**src/rtl/adc_averager.sv**
```systemverilog
// adc_averager: windowed mean of the last 2^LOG_DEPTH ADC samples.
// Circular buffer plus running sum; mean is emitted one cycle after each update.
//
// Ports:
//   clk          rising-edge system clock
//   nreset       synchronous active-low reset
//   sample_in    unsigned ADC word, taken when sample_valid=1
//   sample_valid one sample per high cycle, back-to-back allowed
//   clear        synchronous flush of the window, active high
//   avg          windowed mean, truncated
//   avg_valid    one-cycle pulse when avg has just been updated
//   primed       high once the window is full
//   fill_count   samples held in the window, saturates at 2^LOG_DEPTH
module adc_averager #(
  parameter int WIDTH     = 10,
  parameter int LOG_DEPTH = 3
) (
  input  logic                 clk,
  input  logic                 nreset,
  input  logic [WIDTH-1:0]     sample_in,
  input  logic                 sample_valid,
  input  logic                 clear,
  output logic [WIDTH-1:0]     avg,
  output logic                 avg_valid,
  output logic                 primed,
  output logic [LOG_DEPTH:0]   fill_count
);

  localparam int DEPTH = 1 << LOG_DEPTH;
  localparam int SW    = WIDTH + LOG_DEPTH;
  localparam logic [LOG_DEPTH:0] FULL = (LOG_DEPTH+1)'(DEPTH);

  typedef enum logic {
    FILL,
    RUN
  } state_t;

  state_t               state;
  logic [LOG_DEPTH-1:0] wr_ptr;
  logic [SW-1:0]        sum;
  logic                 pend;

  logic [WIDTH-1:0]     mem [DEPTH];

  logic [WIDTH-1:0]     old;
  logic [SW-1:0]        sum_next;
  logic [LOG_DEPTH:0]   fill_next;
  logic                 take;

  // Combinational read: the previous cycle's write is already in mem,
  // so back-to-back strobes see the correct evicted value.
  always_comb begin
    take      = sample_valid & ~clear;
    old       = mem[wr_ptr];
    fill_next = fill_count + (LOG_DEPTH+1)'(1);
    sum_next  = sum + SW'(sample_in);
    if (state == RUN)
      sum_next = sum + SW'(sample_in) - SW'(old);
  end

  // Buffer contents are never reset; fill_count gates their use.
  always_ff @(posedge clk) begin
    if (nreset && take)
      mem[wr_ptr] <= sample_in;
  end

  always_ff @(posedge clk) begin
    if (!nreset || clear) begin
      state      <= FILL;
      wr_ptr     <= '0;
      sum        <= '0;
      pend       <= 1'b0;
      avg        <= '0;
      avg_valid  <= 1'b0;
      primed     <= 1'b0;
      fill_count <= '0;
    end else begin
      // pend marks a sum updated on the previous edge while in RUN
      avg_valid <= pend;
      if (pend)
        avg <= sum[SW-1:LOG_DEPTH];
      pend <= 1'b0;
      if (sample_valid) begin
        sum    <= sum_next;
        wr_ptr <= wr_ptr + LOG_DEPTH'(1);
        unique case (state)
          FILL: begin
            fill_count <= fill_next;
            if (fill_next == FULL) begin
              state  <= RUN;
              primed <= 1'b1;
              pend   <= 1'b1;
            end
          end
          RUN: begin
            pend <= 1'b1;
          end
          default: ;
        endcase
      end
    end
  end

endmodule

```
**config.mk**
```make
export PLATFORM = sky130hd
export DESIGN_NAME = adc_averager
export DESIGN_NICKNAME = d
export VERILOG_FILES = /design/src/rtl/adc_averager.sv
export SDC_FILE = /design/constraint.sdc
export NUM_CORES = 1
export LEC_CHECK = 0
export CORE_MARGIN = 10
export CORE_UTILIZATION = 62
export CTS_BUF_LIST = sky130_fd_sc_hd__clkbuf_8
export CTS_CLUSTER_DIAMETER = 80
export DETAILED_ROUTE_END_ITERATION = 7
export GPL_TIMING_DRIVEN = 0
export HOLD_SLACK_MARGIN = 0.12
export PLACE_DENSITY = 0.79
export SYNTH_ARGS = -nofsm -noshare
export SYNTH_HDL_FRONTEND = slang
export SYNTH_SLANG_ARGS = --single-unit
export TNS_END_PERCENT = 50
```
**constraint.sdc**
```tcl
create_clock -name clk -period 5.2 [get_ports clk]
set_clock_uncertainty 0.1 [all_clocks]
set_input_delay 0.78 -clock clk [delete_from_list [all_inputs] [get_ports clk]]
set_output_delay 0.78 -clock clk [all_outputs]
set_load 0.02 [all_outputs]
```
==> run summary <==
Ant. Diodes = 0
CP endpoint = sum[12]$_SDFFE_PP0P_
Warnings, synthesis = 0
layout cells sized above 1 = 0.120
worst reg-to-reg path cell count = 13
worst setup margin = 476 ps
Setup Slack @ Placement = 111 ps
status = completed
Num CTS Buffers = 17
first-pass GRT wire length = 19.0 mm
final setup fails = 0
R2R Setup Slk = 900 ps
CP Class = in -> reg
# nets final = 485
max-slew violations = 0
crit end category = flip-flop
post-synthesis simple-gate area fraction = 0.0840
vias in the first global route = 3595
flops & latches, synth = 117
Mapped Avg Cell Area = 13.7 um^2
DRC = 0
Via Count = 3427
Synth Area in Compound Gates = 0.0870
Worst setup SP type = primary input
largest net degree at the start of global routing = 17
PwrDens = 344 nW/um^2
Core Area = 8640 um^2
post-synthesis mux area share = 0.144
largest family of logic cells by synthesized area = multiplexers
Cell Rows = 34
fmax = 212 MHz
Cell variety after synth = 52
CP Data Arrival Time = 4980 ps
actual slew at the worst max-slew pin = 1170 ps
WL/cell = 20.4 um
full die area = 12900 um^2
hpwl dp = 7.98 mm
CTS clk-pin slew, worst paths = 70 ps
slew margin rel. = 0.218
# IOs = 30
Worst IR Drop VDD = 0.000293 V
crit path launch = sample_in[0]
routability cong. = 0.901
Final Hold Vio Count = 0
Post-synth EDFFs = 80
crit path max fanout = 9
CTS H-Tree Depth = 4
synthesized instance count = 396
final WL = 11.6 mm
clk root buf = clkbuf_8
WHS = 375 ps
Final period util = 0.908
area delta synth->final = 17.4%
die height = 114 um
Syn Nets = 433
# hold bufs at CTS = 0
RSZ-0062 raised after global routing = no
DRT Pass-1 Iters = 4
R2R Path End = sum[12]$_SDFFE_PP0P_
worst hold path class = reg -> reg
First DRT Iteration DRCs = 224
Worst EP required = 5460 ps
Setup TNS = 0 ps
FFs w/ async S/R, synth = 0
most frequent cells in the layout = edfxtp_1 (80), nor2_1 (45), dfxtp_1 (37)
Lkg Pwr = 2.18 nW
Total GRT Usage = 0.191
Clock Tree Buf Depth = 2
grt ovf = 0
Clk Latency, worst-skew pair = 420 ps
final core utilization = 0.737
Post-CTS Resized = 0
Synth Area in XOR/XNOR = 0.0323
CTS tree = built
sequential area share after synthesis = 0.580
Pwr Total = 2.19 mW
ys flop type = edfxtp_1
via density per instance = 6.03
ANT nets after route = 0
Die W = 114 um
fin crit period = 4720 ps
initial antenna violation count = 0
I/O Buffers = 29
Synth Area in Adders = 0.0558
most common cell after layout, fill and taps aside = edfxtp_1
Syn Std Cell Area = 5420 um^2
Setup Buffers After CTS = 0
initial core utilization = 0.628
clock tree sinks = 117
Max-Cap Viols = 0
## final cells by class
| class | instances | area (um^2) |
|---|---|---|
| flip-flops and latches | 117 | 3140 |
| plain buffers | 14 | 61.3 |
| clock inverters | 14 | 219 |
| repair buffers | 33 | 332 |
| clock buffers | 17 | 234 |
| fillers | 532 | 2270 |
| well taps | 108 | 135 |
| multi-input cells | 256 | 2210 |
| inverters | 9 | 33.8 |
## state kept, by name, indices dropped and copies added, names as in the netlist, named ones only
signal and flops:
sum 13, avg 10, fill_count 4, wr_ptr 3, pend 1, primed 1
avg_valid 1, mem 80, state 1
## kinds of logic after synthesis
kind of cell,count (synthesis)
compound gates,67
xor+xnor,20
buf+inv,23
mux,48
flops,117
fa+ha+maj,23
simple gates,98
## where the power goes
group	leakage (nW)	total [mW]	switching, mW	internal [mW]
combinational	0.923	0.231	0.134	0.0973
sequential	1.02	1.01	0.00773	1.00
clock	0.236	0.948	0.341	0.606
## how the worst min path moves through the flow
stage                              startpoint                   to  slack [ps]  cells past startpoint
after global routing      primed$_SDFFE_PP0P_  primed$_SDFFE_PP0P_         410                      2
after global placement    primed$_SDFFE_PP0P_  primed$_SDFFE_PP0P_         350                      2
final                     primed$_SDFFE_PP0P_  primed$_SDFFE_PP0P_         370                      2
after floorplan           sum[2]$_SDFFE_PP0P_  sum[2]$_SDFFE_PP0P_         360                      2
after detailed placement  primed$_SDFFE_PP0P_  primed$_SDFFE_PP0P_         370                      2
after CTS                 primed$_SDFFE_PP0P_  primed$_SDFFE_PP0P_         380                      2
## cell usage after synthesis (5+ instances only)
cell type | n | area (um^2)
o21ai_0 | 9 | 45.0
clkbuf_1 | 9 | 33.8
mux2i_1 | 25 | 250
ha_1 | 21 | 263
mux4_1 | 9 | 236
a21oi_1 | 18 | 90.1
nor3_1 | 8 | 40.0
nor2_1 | 45 | 169
dfxtp_1 | 37 | 741
a211oi_1 | 8 | 60.1
nand2_1 | 16 | 60.1
xnor2_1 | 12 | 105
inv_1 | 9 | 33.8
nand3_1 | 6 | 30.0
mux4_2 | 11 | 248
xor2_1 | 8 | 70.1
edfxtp_1 | 80 | 2400
a21o_1 | 5 | 37.5
## through the flow
step | cell area [um^2] | std cells
3_5_place_dp | 5920 | 537
5_1_grt | 6370 | 568
3_3_place_gp | 5850 | 533
4_1_cts | 6370 | 568
6_report | 6370 | 568
2_1_floorplan | 5420 | 396
## per-layer routing
metal / routed length, um / global-route usage
met1: 4880 / 0.236
met2: 5660 / 0.304
met3: 708 / 0.0525
met4: 349 / 0.0914
met5: 0 / 0
## worst max-delay path: stages
cell	delay, ps
clkdlybuf4s50_1	570
ha_1	310
fa_1	450
a211oi_2	280
nor2_1	120
o21a_1	180
nor2_1	110
xnor2_1	90
ha_1	330
o21ai_0	90
a21oi_1	470
a21oi_1	200
o31ai_4	270
or3b_1	400
a21o_1	200
a21oi_2	120
(Power assumes the default switching activity.)
